### config.mk
export PLATFORM = sky130hd
export DESIGN_NAME = posit_delay_line
export DESIGN_NICKNAME = d
export VERILOG_FILES = /design/src/rtl/posit_delay_line.sv
export SDC_FILE = /design/constraint.sdc
export NUM_CORES = 1
export LEC_CHECK = 0
export BUFFER_PORTS_ARGS = -buffer_cell sky130_fd_sc_hd__buf_2
export CAP_MARGIN = 25
export CORE_UTILIZATION = 51
export CTS_BUF_LIST = sky130_fd_sc_hd__clkbuf_4
export DETAILED_ROUTE_END_ITERATION = 16
export PLACE_DENSITY_LB_ADDON = 0.08
export RECOVER_POWER = 25
export SYNTH_ARGS = -nofsm -noshare
export SYNTH_HDL_FRONTEND = slang
export SYNTH_SLANG_ARGS = --single-unit
### constraint.sdc
create_clock -name clk -period 0.9 [get_ports clk]
set_input_delay 0.135 -clock clk [delete_from_list [all_inputs] [get_ports clk]]
set_output_delay 0.135 -clock clk [all_outputs]
set_load 0.1 [all_outputs]
### src/rtl/posit_delay_line.sv
// Fixed-depth shift register carrying a valid bit plus payload; only the valid bits are reset.
module posit_delay_line #(
    parameter int unsigned DEPTH = 4,
    parameter int unsigned W     = 32
) (
    input  logic         clk,
    input  logic         rst,
    input  logic         in_valid,
    input  logic [W-1:0] in_data,
    output logic         out_valid,
    output logic [W-1:0] out_data
);

    logic [DEPTH-1:0] valid_q;
    logic [W-1:0]     data_q [DEPTH];

    always_ff @(posedge clk) begin
        if (rst) begin
            valid_q <= '0;
        end else begin
            valid_q[0] <= in_valid;
            for (int unsigned i = 1; i < DEPTH; i++) begin
                valid_q[i] <= valid_q[i-1];
            end
        end
    end

    always_ff @(posedge clk) begin
        data_q[0] <= in_data;
        for (int unsigned i = 1; i < DEPTH; i++) begin
            data_q[i] <= data_q[i-1];
        end
    end

    assign out_valid = valid_q[DEPTH-1];
    assign out_data  = data_q[DEPTH-1];

endmodule

Word-level counts from Yosys, hierarchy flattened
Memories as Yosys holds them, arrays and structs flattened.
Index checks and enable logic that the tools add are counted.
{ "totals": {"output_inout_bits": 33, "in_bits": 35, "ff_bits": 4, "word_cells": 2, "memories": 1, "ramBits": 128} }
{ "mem_list": {"columns": ["name", "depth", "width", "read_ports", "rd_clocked_by_memory_dff", "wr", "line", "rtl"], "rows": [
  ["data_q", 4, 32, 4, 0, 4, "15", "logic [W-1:0] data_q [DEPTH];"]
]} }

Logic depth before layout (Yosys ltp)
Gate-level depths: netlist of run 1.
{ "depth": {"word_depth": 0, "mapped_depth": 1, "depth_no_buf": 1} }

Least setup slack after synthesis of run 1
No wires, ideal clock.
{ "synth_path": {"kind": "register to output", "startpoint": "memory data_q[3][0]", "endpoint": "output out_data[0]", "arrival_ps": 909, "setup_slack_ps": -144, "t_required_ps": 765, "path_stages_with_launch": 1, "path_buffers": 0, "cell_sequence": "dfxtp_1"} }
{ "synth_lines": {"columns": ["element", "line", "rtl"], "rows": [
  ["start, declared", "15", null],
  ["end, declared", "11", "output logic [W-1:0] out_data"]
]} }

==> results of run 1 <==
[registers in the layout, summed over array words and instances, names as in the netlist]
| signal | flops |
|---|---|
| data_q | 128 |
| valid_q | 4 |
[area by class of cell]
cell class,count,share of cell area
clock buffers,18,0.0316
clock inverters,14,0.0433
multi-input cells,4,0.00585
flip-flops and latches,132,0.627
well taps,67,0.0196
repair buffers,101,0.273
[layout by cell type, fill, tap and decap left out]
cell type	count
dfxtp_1	99
dlygate4sd3_1	34
dfxtp_2	33
buf_12	33
buf_2	30
clkbuf_4	18
nor2b_1	4
bufinv_16	4
clkinvlp_4	4
clkbuf_1	4
clkinv_2	2
clkinv_1	2
clkinv_4	1
inv_6	1
[Yosys cell counts, drive strengths merged]
master  number  area (um2)
nor2b        4        25.0
dfxtp      132        2640
[cells by family (layout without fill, tap and decap cells)]
group                  count (synthesis)  after routing  synth area share
flip-flops                           132            132             0.991
AND/OR/NAND/NOR                        4              4           0.00938
buffers and inverters                  0            133                 0
[path summary, 6_finish.rpt]
check | slack (ps) | cells past startpoint | end | start
worst min register to register | 320 | 0 | data_q[2][7]$_DFF_P_ | data_q[1][7]$_DFF_P_
worst min-delay path | 280 | 2 | data_q[0][17]$_DFF_P_ | in_data[17]
worst max register to register | 370 | 1 | valid_q[1]$_SDFF_PP0_ | valid_q[0]$_SDFF_PP0_
worst max-delay path | -260 | 1 | out_data[8] | data_q[3][8]$_DFF_P_
[routing by layer]
layer | global-route usage | share of wire
met5 | 0 | 0
met4 | 0.101 | 0.0092
met3 | 0.115 | 0.066
met2 | 0.342 | 0.57
met1 | 0.167 | 0.35
[repair_timing]
action / CTS / global route
hold buffers: 34 / 0
endpoints found under the hold margin: 36 / 0
setup endpoints to repair: 33 / 33
[report_power, final]
| part | switching [mW] | internal [mW] | total, mW | leakage, nW |
|---|---|---|---|---|
| combinational | 0.640 | 0.436 | 1.08 | 0.583 |
| sequential | 0.119 | 6.17 | 6.29 | 1.11 |
| clock | 2.00 | 2.22 | 4.22 | 0.160 |
==> flow_summary.json, run 1 <==
{
  "post-cts-setup-buffer-count": 0,
  "rsz0062_at_grt": "true",
  "tightest_slew_ps": 203,
  "setup_ws_ps": -263,
  "post_cts_resized": 0,
  "post-route-period-util": 1.29,
  "clock.fmax_mhz": 860,
  "clock_skew_ps": 14.4,
  "initial_core_util": 0.547,
  "multiInputGateArea_um2": 25.0,
  "synth-seq-cells": 132,
  "hold_class": "input pin to flip-flop",
  "critPathMaxFanout": 1,
  "coreArea_mm2": 0.00488,
  "postRouteAntennaNets": 0,
  "p_leak_nw": 1.86,
  "std_cell_rows": 25,
  "yosysWarnings": 0,
  "yosysUniqueCellTypes": 2,
  "finalNetCount": 291,
  "place.gp.congestion": 0.614,
  "syn_avg_cell_area_um2": 19.6,
  "portBuffers": 67,
  "antenna_found_initial": 0,
  "criticalPathCategory": "flip-flop to output pin",
  "holdWs_ps": 281,
  "grt_pass1_vias": 1457,
  "insertion_delay_ps": 470,
  "grt_overflow": 0,
  "register_area_mm2": 0.00268,
  "crit_slowest_cell": "dfxtp_2",
  "routedWlPerCell_um": 12.9,
  "dp_slack_ps": 261,
  "final_util": 0.877,
  "hpwl_um": 2310,
  "status": "finished with violations",
  "dr.pass1.iters": 4,
  "synthToLayoutAreaGrowth_pct": 60.4,
  "syn_nets": 171,
  "cts_tree": "built",
  "clk_path_buf_depth": 2,
  "syn_inst": 136,
  "die_h_um": 74.3,
  "grt_usage": 0.192,
  "die_w_um": 74.3,
  "setup_tns_ps": -7740,
  "grt_start_max_net_pins": 17,
  "htree_levels": 4,
  "syn-cell-area_mm2": 0.00267,
  "violations": "setup timing",
  "nFillCells": 224,
  "slowest_delay_ps": 370,
  "relSlewSlack": 0.865,
  "drt_iter0_drc": 50,
  "drcViolationCount": 0,
  "io-pin-count": 68,
  "grt_first_pass_wirelength_um": 6840,
  "vias": 1350,
  "maxCapViolations": 0,
  "cp.buffers_inverters": 1,
  "cts-root-buf": "clkbuf_4",
  "critical_path.top_delay_family": "flip-flops",
  "cp-end-kind": "output pin",
  "p_total_mw": 11.6,
  "ir_worst_vdd_uv": 1860,
  "report.final.slew_viol_count": 0,
  "finalSetupViolations": 33,
  "cp.required_ps": 760,
  "path_cells": "buf_12",
  "wirelength_um": 4350,
  "cp.arrival_ps": 1030,
  "dpl_cell_area_mm2": 0.00362,
  "stdcell_count": 336,
  "hold_violations": 0,
  "clk_pin_slew_worst_paths_ps": 110,
  "dp.cells": 270,
  "cts_buffers": 17,
  "powerDensity_mw_per_mm2": 2710,
  "vias_per_cell": 4.02,
  "drive_above_1_share": 0.468,
  "startpoint_type": "flip-flop",
  "min_period_ps": 1160,
  "n_antenna_cell": 0,
  "ys_seq_area_frac": 0.991,
  "cts_sinks": 132,
  "design_area_mm2": 0.00428,
  "dieArea_mm2": 0.00552
}
Note: power is estimated with default switching activity, not from simulation.
==> run 2, diff against run 1 <==
Settings changed: CORE_ASPECT_RATIO set to 1.4, PLACE_DENSITY set to 0.77, PLACE_DENSITY_LB_ADDON 0.08 to not set.
==> run 2 against run 1 <==
Effect of this change:
- the run still ends with setup timing left
- global-route usage is 2.8 points higher
- critical path depth stayed put
- combinational power hardly changed
- design area is 0.76% higher
- fmax is 3.2% lower
- clock skew is 6.9 ps higher
- sequential cell count stayed put
- sequential power hardly changed
- setup slack worse by 38 ps
- register-to-register slack worse by 20 ps
- worst hold slack worse by 31 ps
- non-clock buffer count stayed put
- critical endpoint is now out_data[2]
- largest cell class unchanged
==> flow_summary.json, run 2 (same netlist as run 1, synthesis figures left out) <==
{
  "status": "finished with violations",
  "violations": "setup timing",
  "finalNetCount": 291,
  "setup_ws_ps": -301,
  "final_common_cell": "dfxtp_1",
  "dieArea_mm2": 0.00553,
  "hold_class": "input pin to flip-flop",
  "wirelength_um": 5040,
  "p_leak_nw": 1.86,
  "maxCapViolations": 0,
  "clk_pin_slew_worst_paths_ps": 130,
  "grt_start_max_net_pins": 17,
  "synthToLayoutAreaGrowth_pct": 61.6,
  "drcViolationCount": 0,
  "htree_levels": 4,
  "rsz0062_at_grt": "true",
  "critical_path.top_delay_family": "flip-flops",
  "antenna_found_initial": 0,
  "cts-root-buf": "clkbuf_4",
  "regMostFlops": "data_q",
  "hold_violations": 0,
  "final_util": 0.870,
  "post-cts-setup-buffer-count": 0,
  "clock.fmax_mhz": 833,
  "dp.cells": 267,
  "relSlewSlack": 0.847,
  "drive_above_1_share": 0.468,
  "n_antenna_cell": 0,
  "drt_iter0_drc": 34,
  "clk_path_buf_depth": 2,
  "path_cells": "buf_12",
  "std_cell_rows": 30,
  "cts_buffers": 17,
  "io-pin-count": 68,
  "cts_sinks": 132,
  "die_w_um": 63.1,
  "grt_first_pass_wirelength_um": 7810,
  "hold_path_depth": 2,
  "design_area_mm2": 0.00431,
  "insertion_delay_ps": 520,
  "min_to": "data_q[0][12]$_DFF_P_",
  "crit_slowest_cell": "dfxtp_2",
  "min_period_ps": 1200,
  "cp-end-kind": "output pin",
  "vias": 1351,
  "place.gp.congestion": 0.623,
  "cp.required_ps": 760,
  "largest_register_ffs": 128,
  "cp.arrival_ps": 1070,
  "post-route-period-util": 1.33,
  "clock_skew_ps": 21.3,
  "vias_per_cell": 4.06,
  "startpoint_type": "flip-flop",
  "stdcell_count": 333,
  "critPathMaxFanout": 1,
  "worstReg2RegEnd": "valid_q[2]$_SDFF_PP0_",
  "grt_overflow": 0,
  "grt_pass1_vias": 1532,
  "cts_tree": "built",
  "criticalPathCategory": "flip-flop to output pin",
  "tightest_slew_ps": 230,
  "final_cell_mix": "dfxtp_1 (99), dlygate4sd3_1 (34), dfxtp_2 (33), buf_12 (33), buf_2 (28)",
  "reg_top3": "data_q x128, valid_q x4",
  "powerDensity_mw_per_mm2": 2810,
  "slowest_delay_ps": 370,
  "cp.buffers_inverters": 1,
  "reg2regPathDepth": 1,
  "grt_usage": 0.220,
  "reg2reg_from": "valid_q[1]$_SDFF_PP0_",
  "hpwl_um": 2350,
  "report.final.slew_viol_count": 0,
  "routedWlPerCell_um": 15.1,
  "holdCritStartpoint": "in_data[12]",
  "ir_worst_vdd_uv": 2630,
  "dr.pass1.iters": 3,
  "postRouteAntennaNets": 0,
  "r2r_slack_ps": 350,
  "finalSetupViolations": 33,
  "portBuffers": 67,
  "initial_core_util": 0.538,
  "die_h_um": 87.6,
  "coreArea_mm2": 0.00495,
  "dpl_cell_area_mm2": 0.00362,
  "holdWs_ps": 251
}
## run 2: final cells by class
cell class              count  area (um2)
clock inverters            15         231
clock buffers              17         128
flip-flops and latches    132        2680
well taps                  64        80.1
repair buffers            101        1160
multi-input cells           4        25.0
fillers                   200         643
## run 2: per-layer routing
| layer | GRT usage | vias to the layer above | part of all wire | wire length (um) |
|---|---|---|---|---|
| met5 | 0 | - | 0 | 0 |
| met4 | 0.118 | 0 | 0.023 | 116 |
| met3 | 0.129 | 11 | 0.065 | 326 |
| met2 | 0.403 | 62 | 0.58 | 2910 |
| met1 | 0.182 | 612 | 0.33 | 1680 |
| li1 | - | 666 | - | - |
## run 2: power breakdown
group | total [mW] | switching [mW] | internal [mW] | leakage (nW)
logic | 1.08 | 0.644 | 0.434 | 0.577
registers | 6.30 | 0.134 | 6.17 | 1.11
clock network | 4.73 | 2.23 | 2.50 | 0.171
total | 12.1 | 3.01 | 9.11 | 1.86
## run 2: per-stage QoR
| step | TNS, ps | power [mW] | setup WS [ps] |
|---|---|---|---|
| final | -9160 | 12.1 | -301 |
| after global routing | -11940 | 12.6 | -394 |
| after CTS | -10400 | 12.1 | -338 |
| after detailed placement | 0 | 7.38 | 253 |
| after global placement | 0 | 7.35 | 275 |
| after floorplan | 0 | 6.92 | 139 |
## run 2: what timing repair did
item / in CTS / in global routing
hold endpoints to repair: 36 / 0
resized for setup: 0 / 0
hold buffers: 34 / 0
setup endpoints to repair: 33 / 33
## run 2: worst max-delay path by stage
stage,startpoint,to,slack (ps),cells after the start
CTS,data_q[3][2]$_DFF_P_,out_data[2],-340,1
global route,data_q[3][26]$_DFF_P_,out_data[26],-390,1
floorplan,data_q[3][0]$_DFF_P_,out_data[0],140,0
global placement,data_q[3][16]$_DFF_P_,out_data[16],270,1
finish,data_q[3][2]$_DFF_P_,out_data[2],-300,1
detailed placement,data_q[3][23]$_DFF_P_,out_data[23],250,1
==> run 3, diff against run 2 <==
Settings changed: REMOVE_ABC_BUFFERS set to 1, SKIP_CTS_REPAIR_TIMING set to 1.
==> run 3 against run 2 <==
Effect of this change:
- the run still ends with setup timing left
- register-to-register slack gained 20 ps
- worst hold slack better by 41 ps
- non-clock buffer count stayed put
- count of clock-buffer cells in the layout did not move
- total power shrank 6.5%
- clock power decreased by 16%
- critical path depth is the same
- via count shrank 1.3%
- clock skew shrank 14 ps
- final cell count unchanged
- sequential cell count is the same
==> flow_summary.json, run 3 (same netlist as run 1, synthesis figures left out) <==
{
  "status": "finished with violations",
  "violations": "setup timing",
  "drive_above_1_share": 0.487,
  "maxCapViolations": 0,
  "reg_top3": "data_q x128, valid_q x4",
  "synthToLayoutAreaGrowth_pct": 60.2,
  "std_cell_rows": 30,
  "cts_buffers": 17,
  "criticalPathCategory": "flip-flop to output pin",
  "initial_core_util": 0.538,
  "clk_pin_slew_worst_paths_ps": 110,
  "relSlewSlack": 0.867,
  "grt_start_max_net_pins": 17,
  "cp.buffers_inverters": 1,
  "design_area_mm2": 0.00427,
  "n_antenna_cell": 0,
  "critPathMaxFanout": 1,
  "portBuffers": 67,
  "tightest_slew_ps": 200,
  "cts_tree": "built",
  "startpoint_type": "flip-flop",
  "grt_pass1_vias": 1229,
  "drt_iter0_drc": 26,
  "postRouteAntennaNets": 0,
  "seq_power_share": 0.555,
  "antenna_found_initial": 0,
  "final_common_cell": "dfxtp_1",
  "combPwrFrac": 0.095,
  "report.final.slew_viol_count": 0,
  "hold_violations": 0,
  "cts_sinks": 132,
  "insertion_delay_ps": 470,
  "post-route-period-util": 1.32,
  "final_cell_mix": "dfxtp_1 (99), dlygate4sd3_1 (34), buf_2 (34)",
  "slowest_delay_ps": 390,
  "p_leak_nw": 1.86,
  "vias": 1333,
  "nFillCells": 193,
  "clk_path_buf_depth": 2,
  "crit_slowest_cell": "dfxtp_4",
  "largest_register_ffs": 128,
  "routedWlPerCell_um": 13.2,
  "dr.pass1.iters": 4,
  "multiInputGateArea_um2": 25.0,
  "path_cells": "buf_12",
  "dpl_cell_area_mm2": 0.00358,
  "switching_power_mw": 2.78,
  "p_clk_frac": 0.349,
  "clock.fmax_mhz": 844,
  "grt_usage": 0.160,
  "cp.required_ps": 760,
  "htree_levels": 4,
  "swShare": 0.246,
  "hold_class": "input pin to flip-flop",
  "io-pin-count": 68,
  "ir_worst_vdd_uv": 2320,
  "grt_overflow": 0,
  "finalNetCount": 291,
  "internal-power_mw": 8.54,
  "setup_ws_ps": -284,
  "die_h_um": 87.6,
  "wirelength_um": 4390,
  "cts-root-buf": "clkbuf_4",
  "clock_skew_ps": 7.49,
  "dieArea_mm2": 0.00553,
  "place.gp.congestion": 0.626,
  "regMostFlops": "data_q",
  "coreArea_mm2": 0.00495,
  "critical_path.top_delay_family": "flip-flops",
  "cp.arrival_ps": 1050,
  "die_w_um": 63.1,
  "drcViolationCount": 0,
  "register_area_mm2": 0.00269,
  "powerDensity_mw_per_mm2": 2650,
  "cp-end-kind": "output pin",
  "vias_per_cell": 4.00,
  "finalSetupViolations": 33,
  "grt_first_pass_wirelength_um": 5700,
  "dp_slack_ps": 106,
  "rsz0062_at_grt": "true",
  "min_period_ps": 1180
}
-- run 3: layout make-up --
class / instances / share of cell area
Multi-Input combinational cell: 4 / 0.00585
Tap cell: 64 / 0.0187
Timing Repair Buffer: 101 / 0.274
Clock inverter: 15 / 0.0430
Clock buffer: 17 / 0.0299
Sequential cell: 132 / 0.629
-- run 3: per-stage QoR --
stage          instances  utilization  TNS (ps)  power [mW]  hold WS (ps)
4_1_cts              299        0.785    -10960        11.3          -311
6_report             333        0.863     -7680        11.3           292
5_1_grt              333        0.863    -10720        11.8           226
2_1_floorplan        136            -     -4750        6.90           163
3_3_place_gp         267        0.722         0        7.33           237
3_5_place_dp         267        0.722         0        7.37           239
-- run 3: power groups by stage --
stage          Clock (mW)  Sequential [mW]  Combinational, mW
6_report             3.96             6.29               1.08
5_1_grt              4.40             6.32               1.10
4_1_cts              4.09             6.28              0.963
3_5_place_dp            0             6.41              0.961
3_3_place_gp            0             6.38              0.948
2_1_floorplan           0             6.89            0.00410
-- run 3: per-layer routing --
metal  part of all wire  wire [um]  global-route usage  vias to the layer above
met1               0.32       1390               0.125                      611
met4              0.013         57               0.114                        0
met5                  0          0                   0                        -
met2               0.62       2710               0.288                       49
met3              0.054        237              0.0911                        4
li1                   -          -                   -                      669
-- run 3: final timing paths --
kind                            slack [ps]                     to                   from  cells after the start
worst max-delay path                  -280              out_valid  valid_q[3]$_SDFF_PP0_                      1
worst min-delay path                   290   data_q[0][1]$_DFF_P_             in_data[1]                      2
worst max register to register         370  valid_q[1]$_SDFF_PP0_  valid_q[0]$_SDFF_PP0_                      1
worst min register to register         330  data_q[3][25]$_DFF_P_  data_q[2][25]$_DFF_P_                      0
